[src/rtl/move_gen_pkg.sv]
// -----------------------------------------------------------------------------
// move_gen_pkg
// Shared types and helpers for the move generator.
//   state_t        : generator FSM states (IDLE/PICK/PROBE/DONE)
//   NUM_INPUTS_DEF : default number of player inputs
//   IDX_W          : bits needed to index NUM_INPUTS_DEF inputs; also the
//                    default field width consumed per element pick
//   clamp_1_to()   : clamps a count into the range 1..hi
// -----------------------------------------------------------------------------
package move_gen_pkg;

    typedef enum logic [1:0] {
        IDLE  = 2'd0,
        PICK  = 2'd1,
        PROBE = 2'd2,
        DONE  = 2'd3
    } state_t;

    localparam int NUM_INPUTS_DEF = 13;
    localparam int IDX_W          = $clog2(NUM_INPUTS_DEF);

    // Zero is promoted to one so a level always has at least one input/element.
    function automatic logic [3:0] clamp_1_to(input logic [3:0] v, input logic [3:0] hi);
        if (v == 4'd0) begin
            return 4'd1;
        end
        if (v > hi) begin
            return hi;
        end
        return v;
    endfunction

endpackage

[src/rtl/move_gen_if.sv]
// -----------------------------------------------------------------------------
// move_gen_if
// Handshake bundle between the round controller (master) and the move
// generator (slave).
//   start        : request a new move (master -> slave)
//   rng          : random word, latched on an accepted start
//   num_play     : active inputs this level
//   num_elements : elements per move
//   move         : generated mask, stable while valid (slave -> master)
//   busy         : generation in progress
//   done         : one-cycle completion pulse
//   valid        : move is final, held until the next accepted start
// -----------------------------------------------------------------------------
interface move_gen_if #(
    parameter int RNG_W      = 32,
    parameter int NUM_INPUTS = 13
);
    logic                  start;
    logic [RNG_W-1:0]      rng;
    logic [3:0]            num_play;
    logic [2:0]            num_elements;
    logic [NUM_INPUTS-1:0] move;
    logic                  busy;
    logic                  done;
    logic                  valid;

    modport master (
        output start, rng, num_play, num_elements,
        input  move, busy, done, valid
    );

    modport slave (
        input  start, rng, num_play, num_elements,
        output move, busy, done, valid
    );
endinterface

[src/rtl/move_gen_mod_reduce.sv]
// -----------------------------------------------------------------------------
// mod_reduce
// Combinational remainder field % modulus using a restoring long-division
// chain: one compare/subtract stage per field bit, no divider.
//   field   : FIELD_W-bit dividend
//   modulus : MW-bit divisor, must be non-zero
//   rem     : remainder, always < modulus
// -----------------------------------------------------------------------------
module mod_reduce #(
    parameter int FIELD_W = 4,
    parameter int MW      = FIELD_W + 1
) (
    input  logic [FIELD_W-1:0] field,
    input  logic [MW-1:0]      modulus,
    output logic [MW-1:0]      rem
);
    // part_rem[i] holds the remainder of the top i field bits; it stays below
    // modulus, so shifting in one more bit never exceeds MW+1 bits.
    logic [MW-1:0] part_rem [FIELD_W+1];

    assign part_rem[0] = '0;

    for (genvar gi = 0; gi < FIELD_W; gi++) begin : g_step
        logic [MW:0] trial;
        assign trial = {part_rem[gi], field[FIELD_W-1-gi]};
        // trial < 2*modulus, so one conditional subtract restores the bound;
        // the difference fits MW bits, hence the narrow subtraction.
        assign part_rem[gi+1] = (trial >= {1'b0, modulus}) ? (trial[MW-1:0] - modulus)
                                                           : trial[MW-1:0];
    end

    assign rem = part_rem[FIELD_W];

endmodule

[src/rtl/move_gen.sv]
// -----------------------------------------------------------------------------
// move_gen
// Turns a latched random word into a move mask over NUM_INPUTS player inputs.
// Element k uses field k of the word, reduced modulo the active input count.
//   clk   : system clock
//   rst_n : asynchronous active-low reset
//   bus   : move_gen_if.slave (start/rng/num_play/num_elements in,
//           move/busy/done/valid out)
// Build option MOVE_DISTINCT_EN: when defined, colliding picks probe upward
// (wrapping at the active input count) so the mask always holds exactly the
// requested number of distinct bits. When undefined, collisions merge and the
// move completes in exactly 1+elem cycles.
// -----------------------------------------------------------------------------
module move_gen
    import move_gen_pkg::*;
#(
    parameter int RNG_W      = 32,
    parameter int NUM_INPUTS = NUM_INPUTS_DEF,
    parameter int FIELD_W    = IDX_W,
    parameter int MAX_ELEM   = 4
) (
    input  logic     clk,
    input  logic     rst_n,
    move_gen_if.slave bus
);
    localparam int MW         = FIELD_W + 1;
    localparam int NUM_FIELDS = RNG_W / FIELD_W;
    // num_play is 4 bits wide, so play can never exceed 15.
    localparam logic [3:0] PLAY_MAX = (NUM_INPUTS > 15) ? 4'd15 : 4'(NUM_INPUTS);
    localparam logic [3:0] ELEM_MAX = (MAX_ELEM > 15) ? 4'd15 : 4'(MAX_ELEM);
    localparam logic [NUM_INPUTS-1:0] ONE_HOT0 = {{(NUM_INPUTS-1){1'b0}}, 1'b1};

    state_t                state_reg, state_next;
    logic [RNG_W-1:0]      rng_reg, rng_next;
    logic [3:0]            play_reg, play_next;
    logic [3:0]            elem_reg, elem_next;
    logic [3:0]            k_reg, k_next;
    logic [NUM_INPUTS-1:0] move_reg, move_next;
    logic                  busy_reg, busy_next;
    logic                  valid_reg, valid_next;

    logic [FIELD_W-1:0]    field_arr [NUM_FIELDS];
    logic [FIELD_W-1:0]    field_sel;
    logic [MW-1:0]         play_ext;
    logic [MW-1:0]         cand;
    logic [NUM_INPUTS-1:0] cand_hot;
    logic [3:0]            k_inc;
    logic [3:0]            play_c;
    logic [3:0]            elem_hi;

`ifdef MOVE_DISTINCT_EN
    logic [MW-1:0]         cand_reg, cand_next;
    logic [NUM_INPUTS-1:0] probe_hot;
    logic [MW-1:0]         cand_inc;
    logic [MW-1:0]         probe_inc;
`endif

    for (genvar gi = 0; gi < NUM_FIELDS; gi++) begin : g_field
        assign field_arr[gi] = rng_reg[gi*FIELD_W +: FIELD_W];
    end

    always_comb begin
        field_sel = '0;
        for (int i = 0; i < NUM_FIELDS; i++) begin
            if (k_reg == 4'(i)) begin
                field_sel = field_arr[i];
            end
        end
    end

    assign play_ext = MW'(play_reg);

    mod_reduce #(
        .FIELD_W (FIELD_W),
        .MW      (MW)
    ) u_mod_reduce (
        .field   (field_sel),
        .modulus (play_ext),
        .rem     (cand)
    );

    // cand < play <= NUM_INPUTS, so the shifted bit always lands in range.
    assign cand_hot = ONE_HOT0 << cand;
    assign k_inc    = k_reg + 4'd1;

`ifdef MOVE_DISTINCT_EN
    assign probe_hot = ONE_HOT0 << cand_reg;
    assign cand_inc  = cand + MW'(1);
    assign probe_inc = cand_reg + MW'(1);
`endif

    always_ff @(posedge clk or negedge rst_n) begin
        if (!rst_n) begin
            state_reg <= IDLE;
            rng_reg   <= '0;
            play_reg  <= '0;
            elem_reg  <= '0;
            k_reg     <= '0;
            move_reg  <= '0;
            busy_reg  <= 1'b0;
            valid_reg <= 1'b0;
`ifdef MOVE_DISTINCT_EN
            cand_reg  <= '0;
`endif
        end else begin
            state_reg <= state_next;
            rng_reg   <= rng_next;
            play_reg  <= play_next;
            elem_reg  <= elem_next;
            k_reg     <= k_next;
            move_reg  <= move_next;
            busy_reg  <= busy_next;
            valid_reg <= valid_next;
`ifdef MOVE_DISTINCT_EN
            cand_reg  <= cand_next;
`endif
        end
    end

    always_comb begin
        state_next = state_reg;
        rng_next   = rng_reg;
        play_next  = play_reg;
        elem_next  = elem_reg;
        k_next     = k_reg;
        move_next  = move_reg;
        busy_next  = busy_reg;
        valid_next = valid_reg;
        play_c     = clamp_1_to(bus.num_play, PLAY_MAX);
        elem_hi    = (ELEM_MAX < play_c) ? ELEM_MAX : play_c;
`ifdef MOVE_DISTINCT_EN
        cand_next  = cand_reg;
`endif

        case (state_reg)
            IDLE: begin
                if (bus.start) begin
                    rng_next   = bus.rng;
                    play_next  = play_c;
                    elem_next  = clamp_1_to({1'b0, bus.num_elements}, elem_hi);
                    move_next  = '0;
                    k_next     = '0;
                    valid_next = 1'b0;
                    busy_next  = 1'b1;
                    state_next = PICK;
                end
            end

            PICK: begin
`ifdef MOVE_DISTINCT_EN
                if ((move_reg & cand_hot) != '0) begin
                    cand_next  = (cand_inc == play_ext) ? '0 : cand_inc;
                    state_next = PROBE;
                end else begin
                    move_next  = move_reg | cand_hot;
                    k_next     = k_inc;
                    state_next = (k_inc == elem_reg) ? DONE : PICK;
                end
`else
                move_next  = move_reg | cand_hot;
                k_next     = k_inc;
                state_next = (k_inc == elem_reg) ? DONE : PICK;
`endif
            end

`ifdef MOVE_DISTINCT_EN
            PROBE: begin
                // elem <= play guarantees a free slot, so this loop terminates.
                if ((move_reg & probe_hot) != '0) begin
                    cand_next = (probe_inc == play_ext) ? '0 : probe_inc;
                end else begin
                    move_next  = move_reg | probe_hot;
                    k_next     = k_inc;
                    state_next = (k_inc == elem_reg) ? DONE : PICK;
                end
            end
`endif

            DONE: begin
                valid_next = 1'b1;
                busy_next  = 1'b0;
                state_next = IDLE;
            end

            default: begin
                state_next = IDLE;
            end
        endcase
    end

    assign bus.move  = move_reg;
    assign bus.busy  = busy_reg;
    assign bus.valid = valid_reg;
    assign bus.done  = (state_reg == DONE);

endmodule

[src/flat_wrapper.sv]
// flat-port wrapper written by rule: the top's interface ports become plain ports
module move_gen_flat import move_gen_pkg::*;
#(
    parameter int RNG_W      = 32,
    parameter int NUM_INPUTS = NUM_INPUTS_DEF,
    parameter int FIELD_W    = IDX_W,
    parameter int MAX_ELEM   = 4
)
  (clk, rst_n, bus_start, bus_rng, bus_num_play, bus_num_elements, bus_move, bus_busy, bus_done, bus_valid);
  move_gen_if #(.RNG_W(RNG_W), .NUM_INPUTS(NUM_INPUTS)) bus_i ();
  input  logic clk;
  input  logic rst_n;
  input wire logic [$bits(bus_i.start)-1:0] bus_start;
  input wire logic [$bits(bus_i.rng)-1:0] bus_rng;
  input wire logic [$bits(bus_i.num_play)-1:0] bus_num_play;
  input wire logic [$bits(bus_i.num_elements)-1:0] bus_num_elements;
  output wire logic [$bits(bus_i.move)-1:0] bus_move;
  output wire logic [$bits(bus_i.busy)-1:0] bus_busy;
  output wire logic [$bits(bus_i.done)-1:0] bus_done;
  output wire logic [$bits(bus_i.valid)-1:0] bus_valid;
  assign bus_i.start = bus_start;
  assign bus_i.rng = bus_rng;
  assign bus_i.num_play = bus_num_play;
  assign bus_i.num_elements = bus_num_elements;
  assign bus_move = bus_i.move;
  assign bus_busy = bus_i.busy;
  assign bus_done = bus_i.done;
  assign bus_valid = bus_i.valid;
  move_gen #(.RNG_W(RNG_W), .NUM_INPUTS(NUM_INPUTS), .FIELD_W(FIELD_W), .MAX_ELEM(MAX_ELEM)) u_core (.clk(clk), .rst_n(rst_n), .bus(bus_i));
endmodule
[config.mk]
export PLATFORM = sky130hd
export DESIGN_NAME = move_gen_flat
export DESIGN_NICKNAME = d
export VERILOG_FILES = /design/src/rtl/move_gen_pkg.sv /design/src/rtl/move_gen_if.sv /design/src/rtl/move_gen_mod_reduce.sv /design/src/rtl/move_gen.sv /design/src/flat_wrapper.sv
export SDC_FILE = /design/constraint.sdc
export NUM_CORES = 1
export LEC_CHECK = 0
export ABC_AREA = 1
export CORE_MARGIN = 4
export CORE_UTILIZATION = 30
export DETAILED_ROUTE_END_ITERATION = 10
export RECOVER_POWER = 50
export SYNTH_ARGS = -nofsm -noshare
export SYNTH_HDL_FRONTEND = slang
export SYNTH_SLANG_ARGS = --single-unit
[constraint.sdc]
create_clock -name clk -period 7.6 [get_ports clk]
set_input_delay 0.76 -clock clk [delete_from_list [all_inputs] [get_ports clk]]
set_output_delay 0.76 -clock clk [all_outputs]
set_load 0.01 [all_outputs]
==> impl_metrics.json <==
{
  "outcome": "finished, violations left",
  "failed_checks": "capacitance limit, slew limit",
  "timing.clock.skew_ns": 0.005826,
  "cp_slowest_stage_delay_ns": 0.45,
  "multi_input_comb_area_um2": 2220,
  "maximum_number_of_pins_on_one_net_before_global_route_repair": 62,
  "cts_buffers": 9,
  "cp.arrival_ns": 6.83,
  "fmaxAchievable_ghz": 0.1522,
  "clock-root-buffer": "sky130_fd_sc_hd__clkbuf_16",
  "cts.clk_slew.worst_paths_ns": 0.05,
  "ys_warn_count": 0,
  "vias_per_cell": 4.517,
  "ff_latch_area_um2": 1526,
  "overall_die_width_um": 124.5,
  "worstPathRequired_ns": 7.86,
  "post_cts_hold_buffer_count": 0,
  "grt.overflow.total": 0,
  "final_nets": 694,
  "synth_top_area_share_pct": 37.50,
  "floorplan.die.height_um": 124.5,
  "core-area_um2": 13240,
  "maximum_number_of_buffers_from_clock_root_to_sink": 2,
  "drc_errors": 0,
  "holdCritPathClass": "register to register",
  "critPathBufInv": 7,
  "cts-htree-levels": 3,
  "synth.largest_area_cell": "sky130_fd_sc_hd__dfrtp_1",
  "die_area_um2": 15500,
  "timing.critical_path.slowest_stage_cell": "sky130_fd_sc_hd__fa_1",
  "synthFlopType": "sky130_fd_sc_hd__dfrtp_1",
  "top_count_cell_post_synth": "sky130_fd_sc_hd__nand2_1",
  "cts_repair_resize_count": 0,
  "placementRows": 42,
  "gp_weighted_congestion": 0.8790,
  "largest_reg_flops": 32,
  "vias": 3650,
  "timing.setup.critical_path_class": "register to register",
  "synthesis.area_um2": 4070,
  "insertedDiodeCount": 0,
  "timing_max_transition_violations_final": 105,
  "clk-insertion-delay-late_ns": 0.33,
  "first_global_vias": 3752,
  "drive_above_1_share_pct": 8.544,
  "cts_tree": "yes",
  "detailedRoute.firstPassIterationCount": 4,
  "synth_cells": 569,
  "synth_fp_nets": 636,
  "timing.critical_path.max_delay_family": "simple AND/OR/NAND/NOR gates",
  "synth_seq_cells": 61,
  "routed_wire_length_per_instance_um": 12.28,
  "async_reset_ff_share_pct": 100.0,
  "critPathMaxFanout": 11,
  "seq_area_frac_synth_pct": 37.50,
  "initial_antenna_violation_count": 0,
  "timing.final.crit_period_ns": 6.568,
  "setup_repair_after_global_routing_missed_its_margin": "false",
  "synth_top_cells_by_count": "sky130_fd_sc_hd__nand2_1 (216), sky130_fd_sc_hd__inv_1 (63), sky130_fd_sc_hd__dfrtp_1 (61)",
  "detail_route.wirelength_mm": 9.926,
  "yosys.cell_types.count": 41,
  "path_common_cell": "sky130_fd_sc_hd__nand2_1",
  "postCtsSetupRepairBufs": 0,
  "syn2layout_area_growth_pct": 25.73,
  "worst_pin_slew_ns": 3.289,
  "endpoint_kind": "register",
  "synth_top_cells_by_area": "sky130_fd_sc_hd__dfrtp_1 (38%), sky130_fd_sc_hd__nand2_1 (20%), sky130_fd_sc_hd__ha_1 (6.8%), sky130_fd_sc_hd__inv_1 (5.8%), sky130_fd_sc_hd__nand3_1 (5.8%)",
  "drt_first_iter_violations": 186,
  "synth-edff-count": 0,
  "io_buffer_count": 57,
  "timing.setup.tns_ns": 0,
  "final.period_utilization_pct": 86.42,
  "io-pin-count": 58,
  "grt_first_pass_wirelength_mm": 17.19,
  "fillers": 1414,
  "global_routing_usage_summed_across_all_routing_layers_pct": 13.31,
  "timing.max_slew.rel_slack_pct": -119.3,
  "cts_sinks": 61,
  "worstSetupStartpointType": "register",
  "finalSetupViolCount": 0,
  "place_hpwl_mm": 7.625,
  "hold_viol_final": 0,
  "setup.reg_to_reg.worst_slack_ns": 1.03,
  "synth.avg_cell_area_um2": 7.153,
  "max-cap-violations": 2,
  "antenna_violating_nets_post_route": 0,
  "initial_core_util_pct": 30.74
}
## kinds of logic after synthesis
group	after synthesis	share of synthesized area, %
xor gates and xnor gates	10	2.152
buffers and inverters	82	7.962
AOI/OAI and AO/OA	48	6.794
adders and majority gates	25	8.239
and+or+nand+nor	343	37.35
DFF	61	37.50
## final timing paths
check,end,start,cells past startpoint
worst max register to register,u_core.bus.move[11],u_core.k_reg[1],42
worst min register to register,u_core.rng_reg[29],u_core.rng_reg[29],2
max in group asynchronous,u_core.rng_reg[30],rst_n,2
worst min-delay path,u_core.rng_reg[29],u_core.rng_reg[29],2
min in group asynchronous,u_core.rng_reg[12],rst_n,2
worst max-delay path,u_core.bus.move[11],u_core.k_reg[1],42
## layer usage
layer / routed length [um] / track usage (%) / up-vias
met3: 382 / 3.731 / 18
met1: 4435 / 16.05 / 1681
met2: 4902 / 22.42 / 63
met4: 205 / 5.287 / 0
met5: 0 / 0 / -
li1: - / - / 1888
## per-stage QoR
| step | setup slack [ns] | cell area (um2) | util (%) | hold slack (ns) | instances |
|---|---|---|---|---|---|
| 2_1_floorplan | 1.931 | 4070 | - | 0.4401 | 569 |
| 3_3_place_gp | 1.258 | 4813 | 36.35 | 0.4573 | 792 |
| 3_5_place_dp | 1.000 | 4813 | 36.35 | 0.4574 | 792 |
| 4_1_cts | 0.9770 | 5125 | 38.70 | 0.4715 | 808 |
| 5_1_grt | 0.2593 | 5117 | 38.64 | 0.5035 | 808 |
| 6_report | 1.032 | 5117 | 38.64 | 0.4702 | 808 |
## worst reg2reg max path, delay by kind of cell, from the launching register on
| family | cells | cell delay [ns] |
|---|---|---|
| simple gates | 27 | 3.33 |
| fa+ha+maj | 5 | 1.71 |
| buf+inv | 7 | 0.63 |
| compound gates | 3 | 0.43 |
| flops | 1 | 0.41 |
## placed cells by master, fill, tap and decap left out, types with 4 or more instances in the layout
| cell type | count |
|---|---|
| sky130_fd_sc_hd__a21oi_1 | 8 |
| sky130_fd_sc_hd__clkbuf_16 | 9 |
| sky130_fd_sc_hd__clkdlybuf4s50_1 | 55 |
| sky130_fd_sc_hd__dfrtp_1 | 61 |
| sky130_fd_sc_hd__ha_1 | 22 |
| sky130_fd_sc_hd__inv_1 | 63 |
| sky130_fd_sc_hd__inv_2 | 5 |
| sky130_fd_sc_hd__nand2_1 | 216 |
| sky130_fd_sc_hd__nand2_2 | 5 |
| sky130_fd_sc_hd__nand2_4 | 5 |
| sky130_fd_sc_hd__nand3_1 | 47 |
| sky130_fd_sc_hd__nor2_1 | 39 |
| sky130_fd_sc_hd__nor2_2 | 7 |
| sky130_fd_sc_hd__o21ai_0 | 24 |
| sky130_fd_sc_hd__o21bai_1 | 6 |
| sky130_fd_sc_hd__or2_2 | 4 |
| sky130_fd_sc_hd__xnor2_1 | 5 |
| sky130_fd_sc_hd__xor2_1 | 5 |
## area by class of cell
cell class | instances | area share, %
Clock buffer | 12 | 5.208
Clock inverter | 4 | 0.8802
Inverter | 69 | 5.061
Multi-Input combinational cell | 426 | 43.37
Sequential cell | 61 | 29.83
Tap cell | 176 | 4.303
Timing Repair Buffer | 60 | 11.34
Power is left out: the tool's default activity adds up to more than one toggle a clock period on the data nets, which glitch-free logic cannot reach.
